**src/rtl/serial_add_sub_ctrl_pkg.sv**
```systemverilog
// Shared types for the bit-serial add/subtract engine.
// Holds the FSM state encoding and the counter width helper.
package serial_add_sub_pkg;

  typedef enum logic [1:0] {
    IDLE = 2'd0,
    RUN  = 2'd1,
    DONE = 2'd2
  } state_e;

  // Bit counter width: $clog2(WIDTH), never narrower than one bit.
  function automatic int cnt_width(input int w);
    return (w <= 2) ? 1 : $clog2(w);
  endfunction

endpackage

```
**src/rtl/serial_add_sub_ctrl_fa.sv**
```systemverilog
// Single-bit full adder: the only arithmetic resource of the serial engine.
module fa (
  input  logic a,
  input  logic b,
  input  logic ci,
  output logic s,
  output logic co
);

  // Sum and carry of one bit position.
  always_comb begin
    s  = a ^ b ^ ci;
    co = (a & b) | (a & ci) | (b & ci);
  end

endmodule

```
**src/rtl/serial_add_sub_ctrl.sv**
```systemverilog
// Bit-serial add/subtract engine: one full adder, one bit per cycle, LSB first.
// Optional macro SAS_OVF_EN adds the o_ovf port (signed overflow of the last op).
//
// Handshake: a request is taken on a rising edge where i_start=1 and the FSM
// is in IDLE. That includes the cycle in which o_done is high, so a host can
// issue back-to-back ops every WIDTH+2 cycles. o_busy is high from the cycle
// after accept through the o_done cycle inclusive. Requests arriving while
// an op is in flight are dropped, not queued.
module serial_add_sub_ctrl
  import serial_add_sub_pkg::*;
#(
  parameter int WIDTH = 4
) (
  input  logic             i_clk,
  input  logic             i_rst_n,
  input  logic             i_start,
  input  logic             i_sub,
  input  logic [WIDTH-1:0] i_a,
  input  logic [WIDTH-1:0] i_b,
  output logic             o_busy,
  output logic             o_done,
  output logic [WIDTH-1:0] o_result,
`ifdef SAS_OVF_EN
  output logic             o_ovf,
`endif
  output logic             o_cout
);

  localparam int            CW   = cnt_width(WIDTH);
  localparam logic [CW-1:0] LAST = CW'(WIDTH - 1);

  state_e           state;
  logic [WIDTH-1:0] a_sh;
  logic [WIDTH-1:0] b_sh;
  logic             carry;
  logic [CW-1:0]    cnt;
  logic             fa_s;
  logic             fa_co;

  fa u_fa (
    .a  (a_sh[0]),
    .b  (b_sh[0]),
    .ci (carry),
    .s  (fa_s),
    .co (fa_co)
  );

  // Control FSM, operand shifters and registered outputs.
  always_ff @(posedge i_clk or negedge i_rst_n) begin
    if (!i_rst_n) begin
      state    <= IDLE;
      a_sh     <= '0;
      b_sh     <= '0;
      carry    <= 1'b0;
      cnt      <= '0;
      o_busy   <= 1'b0;
      o_done   <= 1'b0;
      o_result <= '0;
      o_cout   <= 1'b0;
`ifdef SAS_OVF_EN
      o_ovf    <= 1'b0;
`endif
    end else begin
      o_done <= 1'b0;
      case (state)
        IDLE: begin
          if (i_start) begin
            // Subtraction is A + ~B + 1: invert B and seed the carry with 1.
            a_sh   <= i_a;
            b_sh   <= i_b ^ {WIDTH{i_sub}};
            carry  <= i_sub;
            cnt    <= '0;
            o_busy <= 1'b1;
            state  <= RUN;
          end else begin
            o_busy <= 1'b0;
          end
        end
        RUN: begin
          o_result <= {fa_s, o_result[WIDTH-1:1]};
          a_sh     <= {1'b0, a_sh[WIDTH-1:1]};
          b_sh     <= {1'b0, b_sh[WIDTH-1:1]};
          carry    <= fa_co;
          cnt      <= cnt + CW'(1);
          if (cnt == LAST) begin
`ifdef SAS_OVF_EN
            // Carry into the MSB differs from carry out of it.
            o_ovf <= carry ^ fa_co;
`endif
            state <= DONE;
          end
        end
        DONE: begin
          o_done <= 1'b1;
          o_cout <= carry;
          state  <= IDLE;
        end
        default: state <= IDLE;
      endcase
    end
  end

endmodule

```
**config.mk**
```make
export PLATFORM = sky130hd
export DESIGN_NAME = serial_add_sub_ctrl
export DESIGN_NICKNAME = d
export VERILOG_FILES = /design/src/rtl/serial_add_sub_ctrl_pkg.sv /design/src/rtl/serial_add_sub_ctrl_fa.sv /design/src/rtl/serial_add_sub_ctrl.sv
export SDC_FILE = /design/constraint.sdc
export NUM_CORES = 1
export LEC_CHECK = 0
export CELL_PAD_IN_SITES_DETAIL_PLACEMENT = 1
export CELL_PAD_IN_SITES_GLOBAL_PLACEMENT = 2
export CORE_ASPECT_RATIO = 0.5
export CORE_MARGIN = 8
export CORE_UTILIZATION = 33
export DETAILED_ROUTE_END_ITERATION = 6
export PLACE_DENSITY = 0.88
export SLEW_MARGIN = 40
export SYNTH_ARGS = -nofsm -noshare
export SYNTH_HDL_FRONTEND = slang
export SYNTH_HIERARCHICAL = 1
export SYNTH_SLANG_ARGS = --single-unit
export TNS_END_PERCENT = 50
```
**constraint.sdc**
```tcl
create_clock -name i_clk -period 3 [get_ports i_clk]
set_clock_uncertainty 0.05 [all_clocks]
set_input_delay 0.6 -clock i_clk [delete_from_list [all_inputs] [get_ports i_clk]]
set_output_delay 0.6 -clock i_clk [all_outputs]
set_load 0.01 [all_outputs]
```
### Word-level counts from Yosys, hierarchy flattened

Index checks and enable logic that the tools add are counted.

* mux-type cells: 13
* bitwise logic cells: 8
* reduce and logical (&&, ||, !) cells: 4
* equal/unequal tests: 5
* $add $sub $neg: 1

Operator list (count)
* $pmux W4 S2: 2
* $mux W4: 2
* $pmux W2 S2: 2
* $mux W2: 3
* $eq A2 B2 Y1 const B: 2
* $ne A2 B2 Y1 const B: 2
* $reduce_and A2 Y1: 2
* $xor A4 B4 Y4: 1
* $and A1 B1 Y1: 3
* $mux W1: 3
* $add A2 B1 Y2 const B: 1
* $eq A2 B1 Y1 const B: 1
* $logic_not A2 Y1: 1
* $or A1 B1 Y1: 2
* $pmux W1 S2: 1
* $reduce_bool A2 Y1: 1
* $xor A1 B1 Y1: 2

* bits of input ports: 12
* register bits after elaboration: 20
* output and inout bits: 7

### Longest topological paths before layout

Gate-level depths: netlist (run 1).

* depth in word-level cells: 4
* gate-level depth with buffers: 5

### Hierarchy

The synthesis (run 1) kept the hierarchy.

By module, submodules not included
* serial_add_sub_ctrl: instances 1, area each 873.3 um^2, cells each 82, seq. area each 500.5 um^2
* fa: instances 1, area each 20.0 um^2, cells each 1, seq. area each 0.0 um^2

### Worst setup path before layout (run 1)

OpenSTA, ideal clock, no wires.

* path type: input port to flip-flop
* start: input i_sub
* end: register b_sh[1]
* arrival: 1286 ps
* stages on the path: 4
* path slack: 1538 ps
* cell sequence: buf_1 xnor2_1 nor2_1 a221o_2

* cells in the longest elaborated chain, start to end: 3

Ends and longest elaborated chain
* start, declared: line serial_add_sub_ctrl.sv:17 `input logic i_sub,`
* $xor A4 B4 Y4: line serial_add_sub_ctrl.sv:70 `b_sh <= i_b ^ {WIDTH{i_sub}};`
* $mux W4: line serial_add_sub_ctrl.sv:67 `if (i_start) begin`
* $pmux W4 S2: line serial_add_sub_ctrl.sv:65 `case (state)`
* end signal, assigned: line serial_add_sub_ctrl.sv:70
* end signal, assigned: line serial_add_sub_ctrl.sv:82 `b_sh <= {1'b0, b_sh[WIDTH-1:1]};`
* end, declared: line serial_add_sub_ctrl.sv:34 `logic [WIDTH-1:0] b_sh;`

No other way between the ends. The select of a mux whose other input is x is not followed.
A chain may end at the register's enable or synchronous reset.

### Final worst setup path (run 1)

* start: register o_result[1]
* end: output o_result[1]

RTL lines
* start, declared: line serial_add_sub_ctrl.sv:22 `output logic [WIDTH-1:0] o_result,`
* start signal, assigned: line serial_add_sub_ctrl.sv:80 `o_result <= {fa_s, o_result[WIDTH-1:1]};`

No word-level cell between the ends.

==> flow_summary_export.csv, run 1 <==
group,metric,value,unit
outcome,status,"completed",
critical_path,worst_r2r_path_depth,2,
sta,worst_slew_pin_slew,0.696,ns
critical_path,cp_max_fo,3,
synth,synthArstFlopShare,100,%
sta,fin_crit_sh,60.5,%
sta,min_period,1.82,ns
critical_path,critPathRequiredTime,2.35,ns
clocking,clk_latency,0.26,ns
routing,vias,652,
synth,synth_warnings,6,
floorplan,rows,13,
critical_path,cp-end-kind,"primary output",
power,p_clk_share,16.4,%
critical_path,cpPeakStageDelay,0.54,ns
critical_path,start_kind,"flip-flop",
worst_hold_path,min_path_type,"in -> async",
routing,drtAntennaViolNets,0,
grt,grtUsageTotal,9.72,%
synth,synth_common_cells,"dfrtp_1, nand2_1, o21ai_0",
layout,nNetsFinal,115,
synth,yosysSeqAreaShare,56.0,%
place,dp_hpwl,1490,microns
floorplan,fp.dieW,89.6,microns
synth,syn_inst,83,
layout,syn2layout_area_growth,25.5,%
clocking,cts_buffers,3,
synth,synth_edf_count,0,
power,switching_share,36.4,%
clocking,cts.sinks,20,
grt,overflow,0,
layout,nFillCells,293,
floorplan,io_pins,19,
sta,setup_viol,0,
critical_path,cp.depth,1,
clocking,cts_hold_buffers,0,
routing,dr.pass1.iters,4,
clocking,clk_pin_slew,0.07,ns
synth,ys.flop_type,"dfrtp_1",
power,totalPowerFinal,1.06,mW
run,drv_cap,0,
clocking,cts_setup_buffers,0,
routing,viasPerCell,4.79,
clocking,htree_levels,1,
critical_path,crit_arrival,1.17,ns
layout,antenna_cells,0,
critical_path,path_buf_inv,1,
power,power.density,946,nW/um^2
critical_path,path_cells,"clkdlybuf4s50_1",
routing,drcViolationCount,0,
power,p_int,674,uW
floorplan,fp.dieArea,4730,sq um
power,p_seq_share,45.4,%
synth,yosysTopAreaCell,"dfrtp_1",
power,power.leakage,0.506,nW
floorplan,die_y,52.8,microns
place,io_buffers,18,
synth,synth_top_area_share,56.0,%
sta,rsz0062_at_grt,"false",
synth,avgSynthCellArea,10.8,sq um
grt,grt_pass1_wl,3410,microns
clocking,cts_resized,0,
sta,slew-limit-headroom,53.5,%
power,ir_worst_vdd,256,uV
sta,hold_viol,0,
critical_path,crit_family,"buffers and inverters",
layout,drive_gt1_share,9.09,%
floorplan,start_util,34.5,%
routing,drtIter0Drc,18,
grt,grt_pass1_vias,649,
critical_path,crit_slowest_cell,"clkdlybuf4s50_1",
floorplan,coreArea,2590,sq um
synth,yosys_register_bits,20,
critical_path,crit_type,"reg -> out",
layout,seqCellArea,500,sq um
sta,fmax,551,MHz
routing,wl_per_cell,14.8,microns
power,switchingPower,386,uW
clocking,cts_tree,"done",
synth,syn_area,893,sq um
grt,antenna_found_initial,0,
clocking,clockBufferDepth,2,
layout,multi_input_area,350,sq um
synth,synth_most_common_cell,"dfrtp_1",
grt,grt_max_degree,21,
synth,synthTopCellsByArea,"dfrtp_1, nand2_1, o21ai_0",
sta,setup-tns-final,0,ns
sta,drv_slew,0,
synth,synth_nets,97,
synth,synth_cell_types,24,
power,combPwrFrac,38.1,%
clocking,root_buffer,"clkbuf_8",
routing,finalWirelength,2020,microns
place,routabilityCongestion,0.738,
metrics by stage:
| stage | std cells | hold WS, ns | worst slack (ns) | util, % | area, sq um |
|---|---|---|---|---|---|
| CTS | 136 | 0.252 | 1.17 | 43.3 | 1120 |
| global route | 136 | 0.261 | 1.12 | 43.3 | 1120 |
| floorplan | 83 | 0.254 | 1.54 | - | 893 |
| finish | 136 | 0.240 | 1.18 | 43.3 | 1120 |
| global placement | 133 | 0.410 | 1.03 | 41.9 | 1080 |
| detailed placement | 133 | 0.424 | 0.962 | 41.8 | 1080 |
state kept, by name (all words and copies together), names as in the netlist:
name      flops
a_sh          4
b_sh          4
carry         1
cnt           2
o_busy        1
o_cout        1
o_done        1
o_result      4
state         2
metal layers:
metal / vias to the layer above / track usage, % / wire (microns)
li1: 309 / - / -
met5: - / 0 / 0
met3: 5 / 3.75 / 109
met4: 0 / 4.09 / 29
met2: 15 / 14.0 / 874
met1: 323 / 12.6 / 1000
cells in the final DEF (no fill, tap or decap), drive strengths merged, types with 3 or more instances in the layout:
master         Yosys  routed
nor2b              4       4
o21ai              8       8
dfrtp             20      20
nand3              3       3
a221o              4       4
nand2             18      18
xnor2              4       4
clkbuf             1       3
nor2               4       4
a22oi              3       3
clkdlybuf4s50      0      17
logic make-up after synthesis:
family	Yosys count	share of synthesized area, %
simple gates	32	16.5
flops	20	56.0
compound gates	16	12.7
buf+inv	7	4.76
xor+xnor	4	3.92
mux	2	2.38
fa+ha+maj	2	3.64
area by class of cell:
class,instances,area share (%)
inverter,2,0.670
timing repair buffer,18,15.6
tap,37,4.13
clock buffer,3,3.68
multi-input combinational,56,31.2
sequential,20,44.6
power by group through the flow:
stage,Clock (mW),Sequential (mW),Combinational (mW)
2_1_floorplan,0,0.468,0.274
3_3_place_gp,0,0.482,0.394
5_1_grt,0.191,0.499,0.460
4_1_cts,0.179,0.483,0.415
3_5_place_dp,0,0.489,0.412
6_report,0.174,0.482,0.404
final timing paths:
path / from / endpoint / slack, ns
worst max register to register: state[0] / carry / 1.46
worst max-delay path: o_result[1] / o_result[1] / 1.18
max in group asynchronous: i_rst_n / o_result[1] / 2.33
min in group i_clk: o_result[0] / o_result[0] / 0.43
worst min register to register: o_result[0] / o_result[0] / 0.43
worst min-delay path: i_rst_n / a_sh[0] / 0.24
Note: power is estimated with default switching activity, not from simulation.
==> run 2: changes to the inputs <==
--- a/config.mk
+++ b/config.mk
@@ -9,9 +9,9 @@
 export CELL_PAD_IN_SITES_GLOBAL_PLACEMENT = 2
 export CORE_ASPECT_RATIO = 0.5
 export CORE_MARGIN = 8
-export CORE_UTILIZATION = 33
+export CORE_UTILIZATION = 30
 export DETAILED_ROUTE_END_ITERATION = 6
-export PLACE_DENSITY = 0.88
+export PLACE_DENSITY = 0.82
 export SLEW_MARGIN = 40
 export SYNTH_ARGS = -nofsm -noshare
 export SYNTH_HDL_FRONTEND = slang
==> constraint.sdc (replaced) <==
create_clock -name i_clk -period 1.8 [get_ports i_clk]
set_clock_uncertainty 0.05 [all_clocks]
set_input_delay 0.36 -clock i_clk [delete_from_list [all_inputs] [get_ports i_clk]]
set_output_delay 0.36 -clock i_clk [all_outputs]
set_load 0.01 [all_outputs]
==> flow_summary_export.csv, run 2 (synthesized netlist as in run 1, its figures left out) <==
group,metric,value,unit
clocking,clk_pin_slew,0.08,ns
clocking,clockBufferDepth,2,
layout,multi_input_area,350,sq um
power,power.density,1650,nW/um^2
routing,drtIter0Drc,23,
critical_path,rr_startpoint,"state[0]",
critical_path,crit_arrival,1.19,ns
layout,top_regs,"a_sh (4), b_sh (4), o_result (4)",
critical_path,crit_type,"reg -> out",
critical_path,critPathRequiredTime,1.39,ns
critical_path,setup.worst_path.end,"o_result[2]",
routing,vias,657,
critical_path,path_buf_inv,1,
power,totalPowerFinal,1.97,mW
critical_path,worst_r2r_path_depth,4,
sta,setup-tns-final,0,ns
floorplan,start_util,30.5,%
routing,finalWirelength,2000,microns
critical_path,r2r-end,"a_sh[3]",
place,placed_area,1120,sq um
power,power.leakage,0.539,nW
clocking,cts.sinks,20,
layout,finalInstanceArea,1190,sq um
critical_path,path_cells,"clkdlybuf4s50_1",
sta,setup_viol,0,
sta,rsz0062_at_grt,"false",
floorplan,die_y,54.6,microns
clocking,cts_buffers,3,
sta,min_period,1.60,ns
floorplan,rows,14,
clocking,htree_levels,1,
grt,grtUsageTotal,8.62,%
sta,slew-limit-headroom,66.0,%
place,dp.cells,140,
clocking,cts_hold_buffers,0,
grt,grt_pass1_wl,3420,microns
routing,wl_per_cell,13.9,microns
layout,antenna_cells,0,
place,dp_hpwl,1480,microns
sta,fin_crit_sh,88.9,%
outcome,status,"completed",
critical_path,r2r_slack,0.40,ns
clocking,clk_latency,0.26,ns
worst_hold_path,min_path_type,"in -> async",
floorplan,fp.dieArea,5090,sq um
clocking,cts_resized,0,
layout,nFillCells,332,
critical_path,start_kind,"flip-flop",
floorplan,io_pins,19,
layout,fin_cells,144,
critical_path,crit_path_start,"o_result[2]",
layout,seqCellArea,500,sq um
critical_path,crit_family,"buffers and inverters",
power,ir_worst_vdd,449,uV
critical_path,crit_slowest_cell,"clkdlybuf4s50_1",
sta,hold_viol,0,
routing,drcViolationCount,0,
floorplan,fp.dieW,93.2,microns
grt,grt_max_degree,21,
run,drv_cap,0,
layout,layout_common_cells,"dfrtp_1, nand2_1, clkdlybuf4s50_1, o21ai_0",
critical_path,cp_max_fo,3,
place,routabilityCongestion,0.733,
critical_path,cp.depth,1,
sta,worst_slew_pin_slew,0.510,ns
layout,syn2layout_area_growth,33.2,%
grt,overflow,0,
layout,nNetsFinal,119,
critical_path,cp-end-kind,"primary output",
place,io_buffers,18,
layout,layout_commonest_cell,"dfrtp_1",
grt,grt_pass1_vias,750,
sta,fmax,625,MHz
clocking,root_buffer,"clkbuf_8",
routing,viasPerCell,4.56,
grt,antenna_found_initial,0,
floorplan,coreArea,2930,sq um
sta,drv_slew,0,
layout,drive_gt1_share,12.5,%
routing,dr.pass1.iters,4,
clocking,cts_setup_buffers,0,
routing,drtAntennaViolNets,0,
clocking,cts_tree,"done",
critical_path,cpPeakStageDelay,0.55,ns
[run 2: cell type report]
cell class | count | share of cell area [%]
multi-input combinational | 56 | 29.4
clock buffer | 3 | 3.47
sequential | 20 | 42.1
clock inverter | 1 | 2.52
tap | 40 | 4.21
inverter | 2 | 0.631
timing repair buffer | 22 | 17.7
[run 2: worst register-to-register path: stages, from the launching register on]
cell and delay (ns):
dfrtp_1 0.38, buf_4 0.17, or3b_4 0.47, nand3_1 0.11
o21ai_0 0.09
[run 2: report_power, final]
part | internal (mW) | total [mW] | switching (mW)
combinational | 0.379 | 0.750 | 0.371
clock | 0.297 | 0.447 | 0.150
sequential | 0.640 | 0.770 | 0.130
[run 2: worst min-delay path by stage]
stage           startpoint          end  depth (start not counted)
2_1_floorplan      i_rst_n      a_sh[0]                          0
3_3_place_gp   o_result[0]  o_result[0]                          2
3_5_place_dp   o_result[0]  o_result[0]                          2
4_1_cts            i_rst_n      a_sh[0]                          2
5_1_grt            i_rst_n      b_sh[0]                          2
6_report           i_rst_n       o_cout                          2
[run 2: through the flow]
step                util (%)  hold slack [ns]  worst slack, ns
global placement        38.2            0.411           0.0977
floorplan                  -           0.0144            0.489
global route            40.7            0.412            0.146
detailed placement      38.2            0.420           0.0362
CTS                     40.7            0.387            0.183
finish                  40.7            0.383            0.201
[run 2: routing by layer]
metal	GRT usage (%)	part of all wire, %	vias to the layer above
met5	0	0	-
met4	2.11	0.95	0
met3	3.28	5.0	2
met2	15.1	46	11
met1	10.1	48	327
li1	-	-	317
==> run 3: changes to the inputs <==
--- a/config.mk
+++ b/config.mk
@@ -12,6 +12,7 @@
 export CORE_UTILIZATION = 30
 export DETAILED_ROUTE_END_ITERATION = 6
 export PLACE_DENSITY = 0.82
+export SETUP_SLACK_MARGIN = 0.3
 export SLEW_MARGIN = 40
 export SYNTH_ARGS = -nofsm -noshare
 export SYNTH_HDL_FRONTEND = slang
==> flow_summary_export.csv, run 3 (synthesized netlist as in run 1, its figures left out) <==
group,metric,value,unit
outcome,status,"completed",
power,p_int,1.29,mW
floorplan,coreArea,2930,sq um
power,switching_share,33.8,%
floorplan,fp.dieW,93.2,microns
critical_path,rr_startpoint,"state[0]",
sta,slew-limit-headroom,65.6,%
layout,nNetsFinal,120,
sta,fmax,697,MHz
layout,nFillCells,331,
power,p_seq_share,39.5,%
worst_hold_path,min_path_type,"in -> async",
clocking,clk_pin_slew,0.08,ns
sta,min_period,1.43,ns
critical_path,cp-end-kind,"flip-flop",
floorplan,rows,14,
clocking,clk_latency,0.26,ns
routing,drtIter0Drc,26,
critical_path,crit_path_start,"i_sub",
sta,worst_slew_pin_slew,0.515,ns
grt,grt_pass1_wl,3440,microns
layout,antenna_cells,0,
place,routabilityCongestion,0.733,
critical_path,crit_family,"buffers and inverters",
layout,fin_cells,145,
layout,syn2layout_area_growth,35.2,%
critical_path,path_cells,"clkdlybuf4s50_1 > xnor2_1 > nor2_1 > a221o_2",
clocking,cts_tree,"done",
grt,grtUsageTotal,8.68,%
clocking,cts.sinks,20,
layout,drive_gt1_share,13.3,%
layout,layout_commonest_cell,"dfrtp_1",
floorplan,die_y,54.6,microns
power,ir_worst_vdd,462,uV
layout,layout_common_cells,"dfrtp_1, nand2_1, clkdlybuf4s50_1, o21ai_0, dlymetal6s2s_1",
power,switchingPower,660,uW
routing,finalWirelength,2100,microns
place,io_buffers,18,
power,p_clk_share,22.9,%
critical_path,cpPeakStageDelay,0.64,ns
grt,overflow,0,
critical_path,start_kind,"input pin",
critical_path,cp_max_fo,5,
critical_path,crit_slowest_cell,"clkdlybuf4s50_1",
critical_path,crit_arrival,1.52,ns
power,power.leakage,0.614,nW
clocking,htree_levels,1,
power,combPwrFrac,37.5,%
sta,drv_slew,0,
floorplan,start_util,30.5,%
floorplan,fp.dieArea,5090,sq um
sta,setup_viol,0,
grt,grt_max_degree,21,
run,drv_cap,0,
routing,wl_per_cell,14.5,microns
floorplan,io_pins,19,
routing,viasPerCell,4.63,
routing,drcViolationCount,0,
sta,setup-tns-final,0,ns
grt,grt_pass1_vias,756,
clocking,clockBufferDepth,2,
clocking,root_buffer,"clkbuf_8",
critical_path,critPathRequiredTime,1.89,ns
clocking,cts_buffers,3,
sta,fin_crit_sh,79.7,%
critical_path,path_buf_inv,1,
sta,setup_ws,0.366,ns
sta,rsz0062_at_grt,"true",
place,dp_slack,0.0362,ns
place,dp.cells,140,
grt,antenna_found_initial,0,
routing,drtAntennaViolNets,0,
power,power.density,1610,nW/um^2
place,dp_hpwl,1480,microns
critical_path,crit_type,"in -> reg",
sta,hold_viol,0,
routing,vias,672,
layout,top_regs,"a_sh (4), b_sh (4), o_result (4)",
routing,dr.pass1.iters,4,
## run 3: changes by cell type in the layout (fill, tap and decap cells not counted), sizes merged
cell	change
or3b	+1
dlymetal6s2s	+5
clkdlybuf4s50	-8
dlygate4sd2	+3
## run 3: timing repair
action,in CTS,in global routing
gates cloned,0,1
hold buffers,0,0
resized for setup,3,5
buffers inserted,0,0
pin swaps,0,0
setup endpoints to repair,7,11
## run 3: metrics by stage
| step | utilization (%) | power (mW) | instance area [sq um] | hold slack [ns] |
|---|---|---|---|---|
| after floorplan | - | 1.24 | 893 | 0.0144 |
| after global placement | 38.2 | 1.52 | 1120 | 0.411 |
| after detailed placement | 38.2 | 1.54 | 1120 | 0.420 |
| after CTS | 40.5 | 1.98 | 1190 | 0.387 |
| after global routing | 41.3 | 2.11 | 1210 | 0.412 |
| final | 41.3 | 1.95 | 1210 | 0.382 |
## run 3: metal layers
layer	share of wire, %	track usage, %	vias up	routed length (microns)
met5	0	0	-	0
met4	0.91	2.11	0	19
met3	4.7	3.56	2	99
met2	47	15.1	11	981
met1	47	10.1	337	995
li1	-	-	322	-
## run 3: final timing paths
check	cells past startpoint	endpoint	slack [ns]
setup reg to reg	3	a_sh[3]	0.37
setup / recovery	4	b_sh[2]	0.37
hold / removal	2	o_cout	0.38
min in group i_clk	2	o_result[0]	0.43
hold reg to reg	2	o_result[0]	0.43
max in group asynchronous	2	cnt[1]	1.10
## run 3: cell type report
cell class	instances	area (sq um)	share of cell area, %
Tap cell	40	50.0	4.15
Clock inverter	1	30.0	2.49
Sequential cell	20	500	41.5
Multi-Input combinational cell	57	359	29.7
Timing Repair Buffer	22	219	18.1
Clock buffer	3	41.3	3.42
Inverter	2	7.51	0.622
## run 3: power groups by stage
stage | combinational [mW] | clock (mW) | sequential, mW
2_1_floorplan | 0.457 | 0 | 0.780
3_3_place_gp | 0.740 | 0 | 0.777
3_5_place_dp | 0.766 | 0 | 0.779
4_1_cts | 0.747 | 0.458 | 0.772
5_1_grt | 0.828 | 0.485 | 0.796
6_report | 0.732 | 0.447 | 0.771
## run 3: worst register-to-register path: cells and delay by family (launching register included)
kind | cells | cell delay [ns]
DFF | 1 | 0.38
buffers and inverters | 1 | 0.17
and+or+nand+nor | 1 | 0.55
AOI/OAI and AO/OA | 1 | 0.19
